## src/rtl/pulse_burst_pkg.sv

```systemverilog
// rtl/pulse_burst_pkg.sv - shared state encoding and constants for the pulse burst sequencer
package pulse_burst_pkg;

  typedef enum logic [2:0] {
    S_IDLE   = 3'd0,
    S_LAUNCH = 3'd1,
    S_RUN    = 3'd2,
    S_GAP    = 3'd3,
    S_DRAIN  = 3'd4,
    S_FINISH = 3'd5
  } pb_state_t;

  localparam int unsigned GAP_ZERO = 0;

endpackage

```

## src/rtl/pulse_burst_gap_cntr.sv

```systemverilog
// rtl/pulse_burst_gap_cntr.sv - loadable down-counter timing the idle gap between pulses
module pulse_burst_gap_cntr
  import pulse_burst_pkg::*;
#(
  parameter int WIDTH = 32
) (
  input  logic             clk,
  input  logic             nrst,
  input  logic             load,
  input  logic [WIDTH-1:0] load_val,
  input  logic             en,
  output logic             zero
);

  logic [WIDTH-1:0] cnt;

  always_ff @(posedge clk or negedge nrst) begin
    if (!nrst) begin
      cnt <= '0;
    end else if (load) begin
      cnt <= load_val;
    end else if (en && !zero) begin
      cnt <= cnt - WIDTH'(1);
    end
  end

  assign zero = (cnt == WIDTH'(GAP_ZERO));

endmodule

```

## src/rtl/pulse_burst_ctrl.sv

```systemverilog
// rtl/pulse_burst_ctrl.sv - sequences a burst of pulse_gen pulses with a programmable gap
// Optional PULSE_BURST_LOOP_EN adds loop_en: the burst repeats until loop_en drops or abort.
module pulse_burst_ctrl
  import pulse_burst_pkg::*;
#(
  parameter int CNTR_WIDTH  = 32,
  parameter int COUNT_WIDTH = 16
) (
  input  logic                   clk,
  input  logic                   nrst,
  input  logic                   go,
  input  logic                   abort,
`ifdef PULSE_BURST_LOOP_EN
  input  logic                   loop_en,
`endif
  input  logic [CNTR_WIDTH-1:0]  cfg_period,
  input  logic [CNTR_WIDTH-1:0]  cfg_low,
  input  logic [CNTR_WIDTH-1:0]  cfg_gap,
  input  logic [COUNT_WIDTH-1:0] cfg_count,
  output logic                   pg_start,
  output logic [CNTR_WIDTH-1:0]  pg_cntr_max,
  output logic [CNTR_WIDTH-1:0]  pg_cntr_low,
  input  logic                   pg_start_strobe,
  input  logic                   pg_busy,
  output logic                   busy,
  output logic                   done,
  output logic                   aborted,
  output logic                   cfg_err,
  output logic [COUNT_WIDTH-1:0] pulses_sent
);

  pb_state_t              state;
  logic [CNTR_WIDTH-1:0]  gap_q;
  logic [COUNT_WIDTH-1:0] count_q;
  logic                   loop_wrap;
  logic                   gap_is_zero;
  logic                   last_pulse;
  logic                   run_exit;
  logic                   gap_load;
  logic                   gap_done;

`ifdef PULSE_BURST_LOOP_EN
  assign loop_wrap = loop_en;
`else
  assign loop_wrap = 1'b0;
`endif

  assign gap_is_zero = (gap_q == CNTR_WIDTH'(GAP_ZERO));
  assign last_pulse  = (pulses_sent == count_q);
  assign run_exit    = (state == S_RUN) && !abort && !pg_busy;
  // Loading gap-1 here makes the idle time from pg_busy falling to the next start gap+1 cycles.
  assign gap_load    = run_exit && (!last_pulse || loop_wrap) && !gap_is_zero;

  pulse_burst_gap_cntr #(
    .WIDTH(CNTR_WIDTH)
  ) u_gap_cntr (
    .clk     (clk),
    .nrst    (nrst),
    .load    (gap_load),
    .load_val(gap_q - CNTR_WIDTH'(1)),
    .en      (state == S_GAP),
    .zero    (gap_done)
  );

  always_ff @(posedge clk or negedge nrst) begin
    if (!nrst) begin
      state       <= S_IDLE;
      pg_start    <= 1'b0;
      pg_cntr_max <= '0;
      pg_cntr_low <= '0;
      gap_q       <= '0;
      count_q     <= '0;
      busy        <= 1'b0;
      done        <= 1'b0;
      aborted     <= 1'b0;
      cfg_err     <= 1'b0;
      pulses_sent <= '0;
    end else begin
      done    <= 1'b0;
      aborted <= 1'b0;
      cfg_err <= 1'b0;
      case (state)
        S_IDLE: begin
          if (go) begin
            if (cfg_count == '0 || cfg_period == '0) begin
              cfg_err <= 1'b1;
            end else begin
              pg_cntr_max <= cfg_period;
              pg_cntr_low <= cfg_low;
              gap_q       <= cfg_gap;
              count_q     <= cfg_count;
              pulses_sent <= '0;
              pg_start    <= 1'b1;
              busy        <= 1'b1;
              state       <= S_LAUNCH;
            end
          end
        end
        S_LAUNCH: begin
          // An accepted start always counts, even when abort arrives in the same cycle.
          if (pg_start_strobe) begin
            pg_start    <= 1'b0;
            pulses_sent <= pulses_sent + COUNT_WIDTH'(1);
            state       <= abort ? S_DRAIN : S_RUN;
          end else if (abort) begin
            pg_start <= 1'b0;
            done     <= 1'b1;
            aborted  <= 1'b1;
            state    <= S_FINISH;
          end
        end
        S_RUN: begin
          if (abort) begin
            state <= S_DRAIN;
          end else if (!pg_busy) begin
            if (last_pulse && !loop_wrap) begin
              done  <= 1'b1;
              state <= S_FINISH;
            end else begin
              if (last_pulse) begin
                pulses_sent <= '0;
                done        <= 1'b1;
              end
              if (gap_is_zero) begin
                pg_start <= 1'b1;
                state    <= S_LAUNCH;
              end else begin
                state <= S_GAP;
              end
            end
          end
        end
        S_GAP: begin
          if (abort) begin
            done    <= 1'b1;
            aborted <= 1'b1;
            state   <= S_FINISH;
          end else if (gap_done) begin
            pg_start <= 1'b1;
            state    <= S_LAUNCH;
          end
        end
        S_DRAIN: begin
          if (!pg_busy) begin
            done    <= 1'b1;
            aborted <= 1'b1;
            state   <= S_FINISH;
          end
        end
        S_FINISH: begin
          busy  <= 1'b0;
          state <= S_IDLE;
        end
        default: begin
          pg_start <= 1'b0;
          busy     <= 1'b0;
          state    <= S_IDLE;
        end
      endcase
    end
  end

endmodule
```

## config.mk

```make
export PLATFORM = sky130hd
export DESIGN_NAME = pulse_burst_ctrl
export DESIGN_NICKNAME = d
export VERILOG_FILES = /design/src/rtl/pulse_burst_pkg.sv /design/src/rtl/pulse_burst_gap_cntr.sv /design/src/rtl/pulse_burst_ctrl.sv
export SDC_FILE = /design/constraint.sdc
export NUM_CORES = 1
export LEC_CHECK = 0
export ABC_CLOCK_PERIOD_IN_PS = 4350
export BUFFER_PORTS_ARGS = -buffer_cell sky130_fd_sc_hd__clkbuf_2
export CAP_MARGIN = 40
export CORE_ASPECT_RATIO = 1.2
export CORE_MARGIN = 1.5
export CORE_UTILIZATION = 48
export DETAILED_ROUTE_END_ITERATION = 10
export GPL_TIMING_DRIVEN = 0
export MAX_ROUTING_LAYER = met4
export PLACE_DENSITY = 0.85
export SLEW_MARGIN = 0
export SYNTH_ARGS = -nofsm -noshare
export SYNTH_HDL_FRONTEND = slang
export SYNTH_SLANG_ARGS = --single-unit
```

## constraint.sdc

```tcl
create_clock -name clk -period 4.35 [get_ports clk]
set_input_delay 0.6525 -clock clk [delete_from_list [all_inputs] [get_ports clk]]
set_output_delay 0.6525 -clock clk [all_outputs]
set_load 0.01 [all_outputs]
```

Word-level counts from Yosys, hierarchy flattened
Index checks and enable logic that the tools add are counted.

Reduce and logical (&&, ||, !) cells: 25. Mux-type cells: 42. Add/sub/neg operators: 3. Magnitude comparators: 0. Shift-type cells: 0. Bitwise operators: 3. Divide/modulo/power cells: 0. Eq/ne operators: 19. Multipliers: 0.

Operators by type and width (number): logical NOT 32 bit (3); two-way mux 32 bit (2); subtractor 32 x 1 -> 32 bit (second input constant) (2); two-way mux 16 bit (3); two-way mux 3 bit (11); case mux 16 bit (2 select lines) (1); != test 2 bit (second input constant) (10); two-way mux 1 bit (19); adder 16 x 1 -> 16 bit (second input constant) (1); == test 16 bit (1); logical NOT 16 bit (1); case mux 3 bit (5 select lines) (1); AND reduction 10 bit (1); != test 3 bit (second input constant) (3); == test 3 x 2 -> 1 bit (second input constant) (2); == test 3 bit (second input constant) (2); AND reduction 3 bit (2); AND reduction 6 bit (1); logical AND 1 bit (5); logical NOT 1 bit (5); case mux 1 bit (5 select lines) (1); case mux 1 bit (4 select lines) (1); AND reduction 4 bit (1); nonzero test 2 bit (2); 9 further kinds (11).

Memories: 0. Bits in latches: 0. Input bits: 118. Bits in writable memories: 0. Register bits: 168. Bits in read-only memories: 0.

Depth between registers and ports, before layout
Gate-level depths: netlist of run 1.

Depth after elaboration: 6. Gate-level depth with buffers: 15. Depth with buffers taken out: 13.

Cells and area by module
A second synthesis of run 1 with hierarchy kept.

Cell total of the unflattened synthesis: 872. Area, all modules: 8310.5 sq um.

Modules (own cells, without submodules): pulse_burst_ctrl (area an instance 6218.5 sq um, times used 1, cells an instance 627); pulse_burst_gap_cntr (area an instance 2092.0 sq um, times used 1, cells an instance 245).

Least setup slack after synthesis of run 1
Ideal clock, no wire load.

Kind: register to register. Start point: reg gap_q[23]. End point: reg u_gap_cntr.cnt[30]. Arrival time: 4.044 ns. Library setup time: 0.082 ns. Period minus slack after synthesis: 4.126 ns. Required time: 4.268 ns. Setup slack: 0.224 ns. Stages on the path, launching flop included: 15. Path through: dfrtp_1 or3_1 or4b_1 nor4_2 nor3_2 clkbuf_1 mux2i_1 ha_1 nor3b_1 nand4_1 nor4_1 nand2_1 xor2_1 a22o_1 a31oi_1.

Cells in the longest elaborated chain, start to end: 4. Elaborated cells between the ends (all ways): 6.

Ends and longest elaborated chain: start: declaration (line pulse_burst_ctrl.sv:33) `logic [CNTR_WIDTH-1:0] gap_q;`; start signal: assignment (line pulse_burst_ctrl.sv:90) `gap_q <= cfg_gap;`; parallel branches: the longest is 4 deep, another holds subtractor 32 x 1 -> 32 bit; end signal: assignment (line pulse_burst_gap_cntr.sv:21) `cnt <= load_val;`; end signal: assignment (line pulse_burst_gap_cntr.sv:23) `cnt <= cnt - WIDTH'(1);`; end: declaration (line pulse_burst_gap_cntr.sv:15) `logic [WIDTH-1:0] cnt;`.

Several ways; the timed one is not identified. A chain may end at the register's enable or synchronous reset.

Worst setup path after layout of run 1
Same ends and word-level chain as after synthesis.

==> results.py, run 1 <==
metrics = {
    "cells_and_area": {
        "final_common_cell": "nand2_1",
        "drive_gt1_share_pct": 23.0,
        "fin_util_pct": 61.6,
        "nNetsFinal": 1273,
        "final_cell_mix": "nand2_1 (366), clkbuf_2 (200), dfrtp_1 (168)",
        "antennaDiodeCount": 0,
        "syn_to_final_growth_pct": 24.7,
    },
    "logic_synthesis": {
        "yosysWarnings": 0,
        "yosysSeqAreaShare_pct": 51.9,
        "synth.distinct_cells": 54,
        "ys_seq_elements": 168,
        "synth_edf_count": 0,
        "synth_top_cell_area_share_pct": 51.9,
        "ys_top_cells_by_area": "dfrtp_1 (52%), nand2_1 (17%), xnor2_1 (5.0%), xor2_1 (3.6%), nor4_1 (2.8%)",
        "syn_area_per_cell_sq_um": 8.79,
        "synth_top_area_cell": "dfrtp_1",
        "async_flop_share_pct": 100,
        "synth_fp_nets": 1042,
        "synth_flop_cell": "dfrtp_1",
        "synthesis.area_sq_mm": 0.00810,
        "netlist_instances": 922,
    },
    "run_status": {
        "status": "complete, no violations",
    },
    "setup_path": {
        "cp.required_ps": 4710,
        "crit_top_cell": "nor4_4",
        "critPathKind": "register to register",
        "reg2reg_to": "u_gap_cntr.cnt[30]",
        "slowest_stage": "or4b_1",
        "r2r_cells": 15,
        "critPathLaunchType": "register",
        "r2r_start": "gap_q[23]",
        "cp_max_fo": 10,
        "crit_chain": "or3_4 > or4b_1 > nor4_4 > nor3_4 > buf_2 > mux2i_1 > ha_2 > nor3b_4 > nand4_1 > buf_4 > nor4_4 > nand2_1 > xor2_1 > a22o_1 > a31oi_1",
        "max_stage_delay_ps": 600,
        "arrival_ps": 4570,
        "ff2ff_setup_slack_ps": 140,
        "end_kind": "register",
    },
    "timing": {
        "fin_setup_tns_ps": 0,
        "max_freq_mhz": 237,
        "skew_ps": 16.5,
        "finalHoldViolations": 0,
        "finalSetupViolCount": 0,
        "worst_pin_slew_ps": 855,
        "report.final.slew_viol_count": 0,
        "period_share_pct": 96.8,
        "slew_headroom_pct": 43.0,
        "fin_crit_ps": 4210,
    },
    "route": {
        "first_pass_iters": 5,
        "post_drt_wl_per_cell_microns": 16.4,
        "initialDrtViolationCount": 423,
        "via_per_inst": 5.43,
        "met3_length_microns": 1250,
        "top_layer_used": "met4",
        "wl_met1_microns": 8870,
        "ant_nets": 0,
        "vias": 7477,
        "totalWireLength_microns": 22600,
        "drc": 0,
        "wl_met2_microns": 11900,
    },
    "power": {
        "ir_worst_vdd_mv": 0.411,
        "leakagePower_nw": 5.02,
        "power.density_mw_per_mm2": 659,
    },
    "global_routing": {
        "grt_start_max_net_pins": 105,
        "track_usage_pct": 27.2,
        "grt_pass1_vias": 7680,
        "antenna_found_initial": 0,
        "grt.overflow.total": 0,
        "grt_pass1_wl_microns": 36600,
    },
    "min_path": {
        "hold_path_class": "input pin to asynchronous set/reset pin",
    },
    "floorplanning": {
        "design.die.area_sq_mm": 0.0177,
        "coreArea_sq_mm": 0.0164,
        "fp.dieW_microns": 122,
        "chipHeight_microns": 145,
        "initial_core_util_pct": 49.4,
        "row_count": 51,
        "num_io_pins": 203,
    },
    "clocking": {
        "tritoncts": "yes",
        "clock-root-buffer": "clkbuf_16",
        "clock_sinks": 168,
        "cts.path.max_buffers": 2,
        "clk_latency_ps": 440,
        "path_clk_slew_ps": 70,
        "numCtsBuffers": 17,
        "htree_levels": 4,
    },
    "flow_run": {
        "cap_violations": 0,
    },
    "place": {
        "port-buffer-count": 201,
        "gp_congestion": 0.921,
        "dp_hpwl_microns": 16300,
    },
}
stage by stage:
stage | setup slack [ps] | area, sq um | hold slack (ps) | total power [mW] | std cells
4_1_cts | 26.1 | 10000 | 206 | 6.64 | 1370
3_3_place_gp | -1000 | 9380 | 458 | 5.03 | 1335
6_report | 138 | 10100 | 191 | 6.67 | 1378
3_5_place_dp | -1070 | 9420 | 461 | 5.14 | 1337
5_1_grt | -30.6 | 10100 | 220 | 7.12 | 1378
2_1_floorplan | 224 | 8100 | 357 | 4.21 | 922
cell families (layout without fill, tap and decap cells):
group                      Yosys count  after routing  share of synthesized area, %
xor gates and xnor gates            79             79                          8.54
and+or+nand+nor                    540            540                          29.6
adders and majority gates            2              2                         0.309
muxes                               18             18                          2.24
buffers and inverters               48            292                          2.24
DFF                                168            168                          51.9
AOI/OAI and AO/OA                   67             67                          5.23
worst max-delay path: cells and delay by family, from the launching register on:
kind / cells / cell delay [ps]
AOI/OAI and AO/OA: 2 / 310
xor gates and xnor gates: 1 / 150
muxes: 1 / 210
and+or+nand+nor: 8 / 2350
adders and majority gates: 1 / 230
buffers and inverters: 2 / 410
DFF: 1 / 450
worst max-delay path by stage:
stage	from	slack [ps]	end	depth (start not counted)
floorplan	gap_q[23]	220	u_gap_cntr.cnt[30]	14
global placement	gap_q[0]	-1000	u_gap_cntr.cnt[30]	14
detailed placement	gap_q[1]	-1070	u_gap_cntr.cnt[30]	14
CTS	gap_q[23]	30	u_gap_cntr.cnt[30]	15
global route	gap_q[23]	-30	u_gap_cntr.cnt[30]	15
finish	gap_q[23]	140	u_gap_cntr.cnt[30]	15
cells in the mapped netlist (2+ instances only):
cell type / n
nor3_1: 27
nand3b_1: 2
inv_1: 8
nand3_1: 10
ha_1: 2
xor2_1: 33
clkbuf_1: 38
xnor2_1: 46
o211ai_1: 2
o31a_1: 3
nor4b_1: 2
a21oi_1: 11
and3_1: 3
nand2_1: 366
o41ai_1: 2
o2111ai_1: 2
nor2b_1: 4
nand4b_1: 2
nor3_2: 2
dfrtp_1: 168
and4_1: 2
or4_1: 6
nand4_1: 11
mux2i_1: 17
or3_1: 14
or2_2: 4
nor4_1: 36
o21ai_0: 30
a31oi_1: 2
nor2_1: 36
a211oi_1: 3
and2_1: 3
o21bai_1: 2
or4_4: 2
a21o_1: 2
power by group:
group	internal [mW]	total (mW)	switching, mW
logic	0.978	2.42	1.45
clock network	0.758	1.44	0.686
registers	2.21	2.80	0.586
total	3.95	6.67	2.72
registers in the layout, summed over array words and instances (netlist names):
signal and count:
gap_q 32, pg_cntr_low 32, pg_cntr_max 32, u_gap_cntr.cnt 32, count_q 16, pulses_sent 16, state 3, aborted 1
busy 1, cfg_err 1, done 1, pg_start 1
area by class of cell:
type | instances | area [sq um]
Sequential cell | 168 | 4200
Timing Repair Buffer | 212 | 1110
Tap cell | 212 | 265
Clock inverter | 14 | 128
Clock buffer | 18 | 429
Buffer | 39 | 149
Fill cell | 1345 | 6290
Multi-Input combinational cell | 706 | 3790
Inverter | 9 | 33.8
routing by layer:
layer  GRT usage (%)  vias to the layer above
met5               -                        -
met4            10.9                        0
met3            5.05                       49
met2            46.0                      312
met1            31.7                     3578
li1                -                     3538
what timing repair did:
item / CTS / global route
endpoints found under the hold margin: 0 / 0
pin swaps: 1 / 4
gates resized for setup: 9 / 4
setup endpoints to repair: 11 / 6
hold buffers: 0 / 0
setup buffers: 1 / 8
No activity file was read; power rests on OpenSTA's default activity.
==> inputs of run 2 (changes only) <==
--- a/config.mk
+++ b/config.mk
@@ -11,6 +11,7 @@
 export CORE_ASPECT_RATIO = 1.2
 export CORE_MARGIN = 1.5
 export CORE_UTILIZATION = 48
+export CTS_BUF_LIST = sky130_fd_sc_hd__clkbuf_4 sky130_fd_sc_hd__clkbuf_8 sky130_fd_sc_hd__clkbuf_16
 export DETAILED_ROUTE_END_ITERATION = 10
 export GPL_TIMING_DRIVEN = 0
 export MAX_ROUTING_LAYER = met4
==> run 2 against run 1 <==
- wire length about the same
- critical path depth unchanged
- utilization about the same
==> results.py, run 2 (same netlist as run 1, synthesis figures left out) <==
metrics = {
    "place": {
        "dp_cells": 1337,
        "dp_hpwl_microns": 16300,
        "gp_congestion": 0.921,
        "place_ws_ps": -1070,
        "port-buffer-count": 201,
    },
    "power": {
        "seq_power_share_pct": 41.9,
        "leakagePower_nw": 5.03,
        "p_int_mw": 3.95,
        "share_comb_of_total_power_pct": 36.3,
        "switchingPower_mw": 2.72,
        "clockPowerShare_pct": 21.8,
        "finalPower_mw": 6.68,
        "power.density_mw_per_mm2": 660,
        "swShare_pct": 40.8,
        "ir_worst_vdd_mv": 0.411,
    },
    "setup_path": {
        "critPathKind": "register to register",
        "end_kind": "register",
        "arrival_ps": 4580,
        "cp.required_ps": 4710,
        "cp_max_fo": 10,
        "reg2reg_to": "u_gap_cntr.cnt[30]",
        "critPathLaunchType": "register",
        "r2r_cells": 15,
        "r2r_start": "gap_q[23]",
        "ff2ff_setup_slack_ps": 130,
        "crit_path_end": "u_gap_cntr.cnt[30]",
        "critPathLaunch": "gap_q[23]",
    },
    "clocking": {
        "numCtsBuffers": 17,
        "htree_levels": 4,
        "clock-root-buffer": "clkbuf_16",
        "clock_sinks": 168,
        "path_clk_slew_ps": 70,
        "clk_latency_ps": 440,
        "cts.path.max_buffers": 2,
        "tritoncts": "yes",
    },
    "global_routing": {
        "grt_pass1_vias": 7682,
        "grt_pass1_wl_microns": 36600,
        "grt.overflow.total": 0,
        "track_usage_pct": 27.2,
        "grt_start_max_net_pins": 105,
        "antenna_found_initial": 0,
    },
    "route": {
        "first_pass_iters": 5,
        "ant_nets": 0,
        "post_drt_wl_per_cell_microns": 16.4,
        "totalWireLength_microns": 22600,
        "vias": 7482,
        "initialDrtViolationCount": 430,
        "drc": 0,
        "via_per_inst": 5.43,
    },
    "floorplanning": {
        "num_io_pins": 203,
        "design.die.area_sq_mm": 0.0177,
        "chipHeight_microns": 145,
        "row_count": 51,
        "coreArea_sq_mm": 0.0164,
        "fp.dieW_microns": 122,
        "initial_core_util_pct": 49.4,
    },
    "timing": {
        "fin_crit_ps": 4220,
        "report.final.slew_viol_count": 0,
        "max_freq_mhz": 237,
        "timing.final.ws_setup_ps": 132,
        "fin_setup_tns_ps": 0,
        "skew_ps": 11.5,
        "period_share_pct": 97.0,
        "finalHoldViolations": 0,
        "slew_headroom_pct": 42.5,
        "finalSetupViolCount": 0,
        "worst_pin_slew_ps": 862,
    },
    "run_status": {
        "status": "complete, no violations",
    },
    "cells_and_area": {
        "syn_to_final_growth_pct": 24.8,
        "stdcell_count": 1378,
        "fill_cells": 1343,
        "nNetsFinal": 1273,
        "multi_input_area_sq_mm": 0.00379,
        "drive_gt1_share_pct": 23.1,
        "final_cell_mix": "nand2_1 (366), clkbuf_2 (200), dfrtp_1 (168)",
        "final_common_cell": "nand2_1",
        "antennaDiodeCount": 0,
        "seq_area_sq_mm": 0.00420,
    },
    "min_path": {
        "hold_path_class": "input pin to asynchronous set/reset pin",
    },
    "flow_run": {
        "cap_violations": 0,
    },
}
[run 2: what timing repair did]
action / CTS / global route
buffers inserted: 1 / 8
hold buffers: 0 / 0
pin swaps: 1 / 4
endpoints found under the hold margin: 0 / 0
setup endpoints to repair: 11 / 6
resized for setup: 9 / 4
[run 2: cell type report]
type | instances | share of cell area [%]
Sequential cell | 168 | 41.6
Tap cell | 212 | 2.62
Clock inverter | 14 | 1.26
Timing Repair Buffer | 212 | 11.0
Clock buffer | 18 | 4.28
Buffer | 39 | 1.47
Inverter | 9 | 0.334
Multi-Input combinational cell | 706 | 37.4
[run 2: worst max-delay path, stage by stage (launching register included)]
cell	delay, ps
dfrtp_1	450
or3_4	460
or4b_1	600
nor4_4	320
nor3_4	130
buf_2	210
mux2i_1	210
ha_2	230
nor3b_4	270
nand4_1	130
buf_4	200
nor4_4	340
nand2_1	110
xor2_1	160
a22o_1	180
a31oi_1	130
[run 2: power groups by stage]
stage	clock (mW)	combinational, mW	sequential [mW]
floorplan	0	1.41	2.80
global placement	0	2.27	2.75
detailed placement	0	2.37	2.77
CTS	1.47	2.41	2.78
global route	1.54	2.72	2.87
finish	1.46	2.42	2.80
[run 2: per-layer routing]
metal / routed length [microns] / vias to the layer above / GRT usage [%]
met5: 0 / - / -
met4: 648 / 0 / 10.9
met3: 1320 / 50 / 5.05
met2: 11800 / 325 / 46.0
met1: 8790 / 3571 / 31.7
li1: - / 3536 / -
[run 2: stage by stage]
| step | area, sq um | hold slack [ps] | util, % |
|---|---|---|---|
| global placement | 9380 | 458 | 57.2 |
| global route | 10100 | 219 | 61.7 |
| detailed placement | 9420 | 461 | 57.4 |
| finish | 10100 | 187 | 61.7 |
| CTS | 10000 | 205 | 61.2 |
| floorplan | 8100 | 357 | - |
[run 2: how the worst min path moves through the flow]
| stage | end | from | cells after the start |
|---|---|---|---|
| after floorplan | aborted | nrst | 0 |
| after detailed placement | pg_cntr_max[2] | pg_cntr_max[2] | 2 |
| after CTS | pg_cntr_low[30] | nrst | 1 |
| after global placement | pg_cntr_max[29] | pg_cntr_max[29] | 2 |
| final | pg_cntr_max[2] | nrst | 1 |
| after global routing | pg_cntr_low[30] | nrst | 1 |
